===== config.mk =====
export PLATFORM = sky130hd
export DESIGN_NAME = systolic_feed_ctrl_flat
export DESIGN_NICKNAME = d
export VERILOG_FILES = /design/src/rtl/systolic_feed_ctrl_if.sv /design/src/rtl/systolic_feed_ctrl.sv /design/src/flat_wrapper.sv
export SDC_FILE = /design/constraint.sdc
export NUM_CORES = 1
export LEC_CHECK = 0
export BUFFER_PORTS_ARGS = -buffer_cell sky130_fd_sc_hd__buf_2
export CAP_MARGIN = 20
export CORE_AREA = 10 10 204 206
export DETAILED_ROUTE_END_ITERATION = 7
export DIE_AREA = 0 0 214 216
export GPL_ROUTABILITY_DRIVEN = 0
export SLEW_MARGIN = 0
export SYNTH_ARGS = -nofsm -noshare
export SYNTH_HDL_FRONTEND = slang
export SYNTH_SLANG_ARGS = --single-unit

===== constraint.sdc =====
create_clock -name clk -period 5.6 [get_ports clk]
set_input_delay 0.28 -clock clk [delete_from_list [all_inputs] [get_ports clk]]
set_output_delay 0.28 -clock clk [all_outputs]
set_load 0.03 [all_outputs]

===== src/rtl/systolic_feed_ctrl_if.sv =====
// Upstream vector stream into systolic_feed_ctrl: valid/ready handshake plus an N-lane vector.
interface systolic_feed_ctrl_if #(
  parameter int unsigned N          = 16,
  parameter int unsigned DATA_WIDTH = 16
);
  logic                    in_valid;
  logic                    in_ready;
  logic [N*DATA_WIDTH-1:0] in_data;

  modport master (output in_valid, output in_data, input in_ready);
  modport slave  (input in_valid, input in_data, output in_ready);
endinterface


===== src/rtl/systolic_feed_ctrl.sv =====
// Feeds one tile of N-lane vectors into a skew-register stage, then drains it by N-1 cycles.
// Optional macro SYSTOLIC_FEED_CTRL_STALL_CNT_EN adds the 32-bit stall_cnt output.
module systolic_feed_ctrl #(
  parameter int unsigned DATA_WIDTH = 16,
  parameter int unsigned N          = 16,
  parameter int unsigned LEN_WIDTH  = 16
) (
  input  logic                    clk,
  input  logic                    rst,
  input  logic                    start,
  input  logic [LEN_WIDTH-1:0]    len,
  systolic_feed_ctrl_if.slave     up,
  output logic                    skew_en,
  output logic [N*DATA_WIDTH-1:0] feed_data,
  output logic [N-1:0]            lane_valid,
  output logic                    busy,
  output logic                    done
`ifdef SYSTOLIC_FEED_CTRL_STALL_CNT_EN
  ,
  output logic [31:0]             stall_cnt
`endif
);

  localparam int unsigned VW = N * DATA_WIDTH;
  // Drain counter runs 0..N-2; keep at least one bit so N<=2 still elaborates.
  localparam int unsigned DW = (N > 2) ? $clog2(N - 1) : 1;
  localparam logic [DW-1:0] DRAIN_LAST = DW'((N > 1) ? (N - 2) : 0);

  typedef enum logic [1:0] {IDLE, FEED, DRAIN, DONE} state_e;

  state_e               state_q, state_d;
  logic [LEN_WIDTH-1:0] cnt_q, cnt_d;
  logic [LEN_WIDTH-1:0] len_q, len_d;
  logic [DW-1:0]        drain_q, drain_d;
  logic                 in_ready_c;
  logic                 skew_en_c;
  logic                 accept_c;
  logic [VW-1:0]        feed_c;
`ifdef SYSTOLIC_FEED_CTRL_STALL_CNT_EN
  logic [31:0]          stall_q, stall_d;
`endif

  always_ff @(posedge clk) begin
    if (rst) begin
      state_q <= IDLE;
      cnt_q   <= '0;
      len_q   <= '0;
      drain_q <= '0;
`ifdef SYSTOLIC_FEED_CTRL_STALL_CNT_EN
      stall_q <= '0;
`endif
    end else begin
      state_q <= state_d;
      cnt_q   <= cnt_d;
      len_q   <= len_d;
      drain_q <= drain_d;
`ifdef SYSTOLIC_FEED_CTRL_STALL_CNT_EN
      stall_q <= stall_d;
`endif
    end
  end

  // Next-state and datapath steering.
  always_comb begin
    state_d    = state_q;
    cnt_d      = cnt_q;
    len_d      = len_q;
    drain_d    = drain_q;
    in_ready_c = 1'b0;
    skew_en_c  = 1'b0;
    accept_c   = 1'b0;
    feed_c     = '0;
`ifdef SYSTOLIC_FEED_CTRL_STALL_CNT_EN
    stall_d    = stall_q;
`endif
    case (state_q)
      IDLE: begin
        if (start) begin
`ifdef SYSTOLIC_FEED_CTRL_STALL_CNT_EN
          stall_d = '0;
`endif
          if (len != '0) begin
            len_d   = len;
            cnt_d   = '0;
            state_d = FEED;
          end else begin
            state_d = DONE;
          end
        end
      end
      FEED: begin
        in_ready_c = 1'b1;
        if (up.in_valid) begin
          accept_c  = 1'b1;
          skew_en_c = 1'b1;
          feed_c    = up.in_data;
          cnt_d     = cnt_q + LEN_WIDTH'(1);
          // Compare before incrementing so len = all-ones never wraps the counter.
          if (cnt_q == len_q - LEN_WIDTH'(1)) begin
            drain_d = '0;
            state_d = (N > 1) ? DRAIN : DONE;
          end
        end else begin
`ifdef SYSTOLIC_FEED_CTRL_STALL_CNT_EN
          if (stall_q != '1) stall_d = stall_q + 32'd1;
`endif
        end
      end
      DRAIN: begin
        skew_en_c = 1'b1;
        if (drain_q == DRAIN_LAST) state_d = DONE;
        else                       drain_d = drain_q + DW'(1);
      end
      DONE: begin
        state_d = IDLE;
      end
      default: begin
        state_d = IDLE;
      end
    endcase
  end

  // Reset forces every output low even before the state register has cleared.
  assign up.in_ready    = in_ready_c & ~rst;
  assign skew_en        = skew_en_c & ~rst;
  assign feed_data      = rst ? '0 : feed_c;
  assign lane_valid[0]  = accept_c & ~rst;
  assign busy           = ~rst & (state_q != IDLE);
  assign done           = ~rst & (state_q == DONE);
`ifdef SYSTOLIC_FEED_CTRL_STALL_CNT_EN
  assign stall_cnt      = stall_q;
`endif

  // Lane i validity trails lane 0 by i skew-enabled cycles, mirroring the skew stage.
  if (N > 1) begin : g_chain
    logic [N-2:0] lv_q, lv_d;

    always_comb begin
      lv_d = lv_q;
      if (skew_en_c) begin
        lv_d[0] = accept_c;
        for (int i = 1; i < int'(N) - 1; i++) lv_d[i] = lv_q[i-1];
      end
    end

    always_ff @(posedge clk) begin
      if (rst) lv_q <= '0;
      else     lv_q <= lv_d;
    end

    assign lane_valid[N-1:1] = rst ? '0 : lv_q;
  end

endmodule


===== src/flat_wrapper.sv =====
// flat-port wrapper written by rule: the top's interface ports become plain ports
module systolic_feed_ctrl_flat 
#(
  parameter int unsigned DATA_WIDTH = 16,
  parameter int unsigned N          = 16,
  parameter int unsigned LEN_WIDTH  = 16
)
  (clk, rst, start, len, skew_en, feed_data, lane_valid, busy, done, up_in_valid, up_in_data, up_in_ready);
  systolic_feed_ctrl_if #(.N(N), .DATA_WIDTH(DATA_WIDTH)) up_i ();
  input  logic clk;
  input  logic rst;
  input  logic start;
  input  logic [LEN_WIDTH-1:0] len;
  output logic skew_en;
  output logic [N*DATA_WIDTH-1:0] feed_data;
  output logic [N-1:0] lane_valid;
  output logic busy;
  output logic done;
  input wire logic [$bits(up_i.in_valid)-1:0] up_in_valid;
  input wire logic [$bits(up_i.in_data)-1:0] up_in_data;
  output wire logic [$bits(up_i.in_ready)-1:0] up_in_ready;
  assign up_i.in_valid = up_in_valid;
  assign up_i.in_data = up_in_data;
  assign up_in_ready = up_i.in_ready;
  systolic_feed_ctrl #(.DATA_WIDTH(DATA_WIDTH), .N(N), .LEN_WIDTH(LEN_WIDTH)) u_core (.clk(clk), .rst(rst), .start(start), .len(len), .up(up_i), .skew_en(skew_en), .feed_data(feed_data), .lane_valid(lane_valid), .busy(busy), .done(done));
endmodule

==> run metrics, run 1 <==
Max-slew headroom 45.6%; Routed WL 45900 um; Worst-Margin Slew 0.815 ns; Post-DRT Antenna Nets 0; CP arrival 2.93 ns; # hold bufs at CTS 0; # DRC 0; Setup CP Type register to primary output; Pwr Total 1.82 mW; Yosys cell types 56; I/O Buffers 551; Syn. warnings 0; GRT Max-Usage Layer met2; starting density of the core 12.6%; main flop type after synthesis dfxtp_1; Layout Skew 0.00632 ns; Ports 552; largest net degree at the start of global routing 149; switch share 48.3%; FFs w/ async S/R, synth 0%; total number of vias 6745; TNS Setup 0 ns; Setup Fix Bufs, Post-CTS 0; CP Launch Type register; GRT Util Overall 18.7%; FF-to-FF path depth 8; net switching power 0.880 mW; Detail Placement HPWL 41400 um; GR Layer Usage met2 33.9%; WHS Path Cells 3; Layout area overhead 73.1%; Reg power frac 24.9%; DR iter-0 viols 396; Worst Path Required 5.32 ns; Fin. Hold Viols 0; TritonCTS buffer count 5; GRT overflow 0; area of the die 0.0462 sq mm; Worst Hold End u_core.len_q[5]; P_int 0.942 mW; Gate power share 57.5%; Seq cells post-synth 53; nets 1458; clk slew on worst S/H paths 0.07 ns; wire length per cell 27.2 um; Clk network pwr share 17.6%; initial antenna violation count 24; maximum VDD drop 130 uV; sequential area share after synthesis 22.5%; Max Fclk 312 MHz; # fillers 4278; Slew Viols, Final 0; share of post-route cells with drive strength above 1 49.0%; clk root buf clkbuf_16; crit path cell chain inv_1 > ha_1 > nand2b_1 > nor2_4 > buf_4 > and2_1 > buf_2; worst r2r dst u_core.drain_q[3]; crit path time final 3.21 ns; Synth Cell Area 0.00472 sq mm; DR vias/cell 3.99; post-route clock period utilization 57.3%; Max clock buf depth 2; CTS tree yes; H-tree levels 2; CP max stage cell buf_4; worst min-delay path class input port to register; num rows 71; GR Util met3 9.93%; outcome finished, final reports clean; RSZ-0062 raised after global routing no; Core ar. 0.0374 sq mm; number of max-cap violations 0; first-pass GRT wire length 61200 um; Synth Instances 657; clock latency at the later pin of the worst-skew pair 0.30 ns; Power Density 223 mW/mm^2; Critical Path Max Stage Delay 0.61 ns; CTS sink count 53; Mean Syn Cell Area 7.18 sq um; RR Startpoint u_core.len_q[3]; static leakage 4.62 nW; Syn Nets 941; met1 usage 18.9%; Final setup viols 0; drt first pass iters 5; Post-synth EDFFs 0; crit end category primary output; setup slack, reg-to-reg 2.66 ns; post-CTS resize count 0; Worst Hold Launch len[5]; overall die width 214 um; CP Max Fanout 107; vias in the first global route 6785; die height 216 um
## through the flow
step	instance area (sq um)	cells	utilization [%]	hold WS (ns)	setup WS [ns]
finish	8170	1691	21.8	0.245	2.39
global route	8160	1687	21.8	0.247	2.17
CTS	8120	1684	21.7	0.240	2.31
detailed placement	7970	1676	21.3	0.465	2.65
global placement	7970	1676	21.3	0.459	2.72
floorplan	4720	657	-	0.427	2.90
## cell usage in the layout (no fill, tap or decap), drive strengths merged, types with 5 or more instances in the layout
cell type  netlist  routed
clkbuf          45       5
buf              2     557
nand4            6       6
diode            0       5
o21ai           10      10
nor4             8       8
or3              6       6
xor2            14      14
mux2i           17      17
nand3           26      26
and2           257     257
inv             15      16
a21oi           26      26
nand2           41      41
dfxtp           53      53
ha               8       8
or4              6       6
xnor2           13      13
nor2            40      40
a31oi            5       5
nor2b           19      19
## worst max-delay path by stage
stage,startpoint,end,slack (ns),cells past startpoint
2_1_floorplan,u_core.len_q[4],u_core.drain_q[0],2.90,9
3_3_place_gp,u_core.len_q[3],u_core.drain_q[0],2.72,8
3_5_place_dp,u_core.state_q[1],feed_data[252],2.65,7
4_1_cts,u_core.state_q[1],feed_data[252],2.31,7
5_1_grt,u_core.state_q[1],feed_data[38],2.17,7
6_report,u_core.state_q[1],feed_data[38],2.39,7
## per-layer routing
layer / part of all wire [%] / vias up / wire length (um)
met2: 51 / 305 / 23500
met5: 0 / - / 0
met4: 1.7 / 0 / 801
met3: 12 / 57 / 5380
met1: 35 / 3208 / 16300
li1: - / 3175 / -
## area by class of cell
cell class	instances	area [sq um]	area share [%]
Tap cell	511	639	7.83
Clock inverter	3	26.3	0.322
Inverter	15	56.3	0.689
Timing Repair Buffer	557	2820	34.6
Clock buffer	5	125	1.53
Antenna cell	5	12.5	0.153
Sequential cell	53	1060	13.0
Multi-Input combinational cell	542	3420	41.9
## cell usage after synthesis (2+ instances only)
master      n  area share, %
and2_1    257             34
dfxtp_1    53             22
clkbuf_1   45            3.6
nand2_1    41            3.3
nor2_1     40            3.2
a21oi_1    26            2.8
nand3_1    25            2.7
nor2b_1    19            2.5
mux2i_1    17            3.6
inv_1      15            1.2
xor2_1     14            2.6
xnor2_1    13            2.4
ha_1        8            2.1
o21ai_0     8           0.85
nand4_1     6           0.80
nor4_1      6           0.80
or3_1       6           0.80
a31oi_1     5           0.66
and3_1      4           0.53
nand2b_1    4           0.53
or4_1       4           0.64
a311oi_1    3           0.56
a22oi_1     2           0.32
a41oi_1     2           0.37
nor3_1      2           0.21
or4_4       2           0.48
## cells by family (layout without fill, tap and decap cells)
family                   count (synthesis)  after routing  synth area share (%)
AO/OA/AOI/OAI                           65             65                  9.18
XOR/XNOR                                27             27                  5.01
adder cells (fa/ha/maj)                  8              8                  2.12
buffers and inverters                   62            580                  5.09
flip-flops                              53             53                  22.5
multiplexers                            18             18                  3.85
other                                    0              5                     0
AND/OR/NAND/NOR                        424            424                  52.3
## sequential cells by signal, summed over array words and instances (netlist names)
name	flops
u_core.cnt_q	16
u_core.len_q	16
u_core.g_chain.lv_q	15
u_core.drain_q	4
u_core.state_q	2
## critical path, delay by kind of cell (launching register included)
family / cells / cell delay, ns
AND/OR/NAND/NOR: 3 / 0.80
buffers and inverters: 3 / 0.98
flip-flops: 1 / 0.33
adder cells (fa/ha/maj): 1 / 0.46
## power groups by stage
| stage | logic, mW | clock network (mW) | registers (mW) |
|---|---|---|---|
| 2_1_floorplan | 0.685 | 0 | 0.447 |
| 3_3_place_gp | 1.03 | 0 | 0.460 |
| 3_5_place_dp | 1.04 | 0 | 0.462 |
| 4_1_cts | 1.05 | 0.330 | 0.453 |
| 5_1_grt | 1.14 | 0.343 | 0.459 |
| 6_report | 1.05 | 0.321 | 0.453 |
Power figures use the tool's default switching activity.
==> run 2, diff against run 1 <==
Settings changed: ABC_AREA set to 1.
Clock period 5.6 ns to 2.9 ns, I/O delays scaled along.
==> run 2 against run 1 <==
Against the previous run:
- global-route usage shrank 2.8 points
- die area did not move
- final area is 8.2% higher
- combinational power rose by 150%
- clock skew is 0.0027 ns higher
- via count increased by 19%
- final cell count grew 23%
- non-clock buffer count grew 1
- synthesized area up 13%
- wire length is 14% lower
- critical path depth rose by 1
- largest cell class is now non-clock buffers
- largest power group unchanged
==> run metrics, run 2 <==
outcome finished, final reports clean (unchanged); share of post-route cells with drive strength above 1 38.3% (was 49.0%); H-tree levels 2 (unchanged); Worst-Margin Slew 0.773 ns (was 0.815 ns); Post-DRT Antenna Nets 0 (unchanged); Seq cells post-synth 53 (unchanged); most common cell in the netlist inv_1 (was and2_1); GRT Util Overall 15.8% (was 18.7%); Routed WL 39400 um (was 45900 um); Reg power frac 24.1% (was 24.9%); net switching power 2.24 mW (was 0.880 mW); leading cell type in the layout, fill and taps excluded buf_2 (unchanged); dominant cells by area after synthesis inv_1 (23%), nor2_1 (23%), dfxtp_1 (20%) (was and2_1 (34%), dfxtp_1 (22%), mux2i_1 (3.6%)); post-synth top area share 23.1% (was 34.1%); vias in the first global route 7993 (was 6785); # hold bufs at CTS 0 (unchanged); Largest regs u_core.cnt_q (16), u_core.len_q (16), u_core.g_chain.lv_q (15) (unchanged); Critical Path Max Stage Delay 0.37 ns (was 0.61 ns); crit end category primary output (unchanged); clk slew on worst S/H paths 0.07 ns (about the same); crit path time final 2.67 ns; Max clock buf depth 2 (unchanged); FFs w/ async S/R, synth 0% (unchanged); GRT overflow 0 (unchanged); Setup Fix Bufs, Post-CTS 0 (unchanged); Mean Syn Cell Area 5.16 sq um (was 7.18 sq um); nets 1843 (was 1458); setup slack, reg-to-reg 0.43 ns (was 2.66 ns); Post-synth EDFFs 0 (unchanged); Core ar. 0.0374 sq mm (unchanged); Power Density 483 mW/mm^2 (was 223 mW/mm^2); number of max-cap violations 0 (unchanged); RSZ-0062 raised after global routing no (unchanged); DR iter-0 viols 523 (was 396); TritonCTS buffer count 5 (unchanged); Max Fclk 374 MHz; Ports 552 (unchanged); total number of vias 8018 (was 6745); # fillers 4302 (was 4278); crit path cell chain inv_1 > ha_2 > nand2_1 > nor2_2 > inv_8 > buf_12 > nor2_1 > buf_2 (was inv_1 > ha_1 > nand2b_1 > nor2_4 > buf_4 > and2_1 > buf_2); clock latency at the later pin of the worst-skew pair 0.30 ns (about the same); Final setup viols 0 (unchanged); Layout area overhead 65.1% (was 73.1%); largest net degree at the start of global routing 107 (was 149); Buf/Inv on CP 4 (was 3); Clk network pwr share 14.5% (was 17.6%); P_int 2.03 mW (was 0.942 mW); Syn. warnings 0 (unchanged); num rows 71 (unchanged); Detail Placement HPWL 35400 um (was 41400 um); area of the multi-input gates 0.00284 sq mm (was 0.00342 sq mm); cell taking the most area after synthesis inv_1 (was and2_1); static leakage 6.16 nW (was 4.62 nW); die height 216 um (unchanged); Syn Nets 1321 (was 941); post-route clock period utilization 92.2%; worst min-delay path class input port to register (unchanged); switch share 52.4% (was 48.3%); first-pass GRT wire length 55000 um (was 61200 um); initial antenna violation count 25 (was 24); sequential cell area 0.00106 sq mm (unchanged); CP Launch Type register (unchanged); TNS Setup 0 ns (unchanged); main flop type after synthesis dfxtp_1 (unchanged); Pwr Total 4.27 mW (was 1.82 mW); maximum VDD drop 294 uV (was 130 uV); wire length per cell 18.9 um (was 27.2 um); Final WS setup 0.227 ns (was 2.39 ns); hold_ws 0.120 ns (was 0.245 ns); clk root buf clkbuf_16 (unchanged); CTS sink count 53 (unchanged); pre-CTS WS 0.268 ns (was 2.65 ns); Synth Instances 1037 (was 657); drt first pass iters 7 (was 5); Slew Viols, Final 0 (unchanged); CP max stage cell ha_2 (was buf_4); Synth top cells by count inv_1 (329), nor2_1 (326), nand2_1 (93) (was and2_1 (257), dfxtp_1 (53), clkbuf_1 (45)); starting density of the core 14.3% (was 12.6%); CP arrival 2.53 ns (was 2.93 ns); area of the die 0.0462 sq mm (unchanged); Gate power share 61.4% (was 57.5%); cell family contributing the most delay on the critical path buffers and inverters (unchanged); Worst Path Required 2.76 ns (was 5.32 ns); sequential area share after synthesis 19.8% (was 22.5%); Fin. Hold Viols 0 (unchanged); I/O Buffers 551 (unchanged); Synth Cell Area 0.00535 sq mm (was 0.00472 sq mm); DR vias/cell 3.86 (was 3.99); Setup CP Type register to primary output (unchanged); CTS tree yes (unchanged); # DRC 0 (unchanged); post-CTS resize count 1 (was 0); Layout Skew 0.00905 ns (was 0.00632 ns); CP Max Fanout 106 (was 107); Max-slew headroom 48.4% (was 45.6%); Yosys cell types 36 (was 56); overall die width 214 um (unchanged); commonest non-fill, non-tap cells in the layout buf_2 (551), inv_1 (329), nor2_1 (325) (was buf_2 (551), and2_1 (257), dfxtp_1 (53))
[run 2: final timing paths]
check,from,cells past startpoint,to
worst max-delay path,u_core.state_q[1],8,feed_data[126]
worst min-delay path,len[12],3,u_core.len_q[12]
worst max register to register,u_core.state_q[1],10,u_core.cnt_q[2]
worst min register to register,u_core.g_chain.lv_q[13],2,u_core.g_chain.lv_q[14]
[run 2: cells by family after synthesis]
kind of cell	count (synthesis)	synth area share, %
adder cells (fa/ha/maj)	8	1.87
flip-flops	53	19.8
buffers and inverters	379	27.2
AND/OR/NAND/NOR	501	39.6
AO/OA/AOI/OAI	66	6.59
XOR/XNOR	30	4.91
[run 2: area by class of cell]
type,count,share of cell area (%)
antenna,8,0.227
clock buffer,6,1.46
clock inverter,2,0.156
inverter,336,14.5
multi-input combinational,605,32.2
sequential,53,12.0
tap,511,7.24
timing repair buffer,558,32.2
[run 2: through the flow]
stage / cells / cell area [sq um] / utilization (%)
2_1_floorplan: 1037 / 5350 / -
3_3_place_gp: 2063 / 8670 / 23.2
3_5_place_dp: 2063 / 8670 / 23.2
4_1_cts: 2071 / 8810 / 23.6
5_1_grt: 2079 / 8830 / 23.6
6_report: 2079 / 8830 / 23.6
[run 2: power by group through the flow]
| stage | Combinational [mW] | Clock, mW | Sequential (mW) |
|---|---|---|---|
| 2_1_floorplan | 1.84 | 0 | 1.01 |
| 3_3_place_gp | 2.59 | 0 | 1.04 |
| 3_5_place_dp | 2.63 | 0 | 1.05 |
| 4_1_cts | 2.64 | 0.640 | 1.03 |
| 5_1_grt | 2.91 | 0.664 | 1.05 |
| 6_report | 2.62 | 0.619 | 1.03 |
[run 2: per-layer routing]
metal | part of all wire (%) | global-route usage (%)
met3 | 9.3 | 6.17
met4 | 2.3 | 5.31
met2 | 53 | 29.0
met5 | 0 | 2.04
met1 | 35 | 16.0
[run 2: worst min-delay path: cells and delay by family]
| family | cells | cell delay [ns] |
|---|---|---|
| AO/OA/AOI/OAI | 1 | 0.07 |
| buffers and inverters | 1 | 0.08 |
| AND/OR/NAND/NOR | 1 | 0.08 |
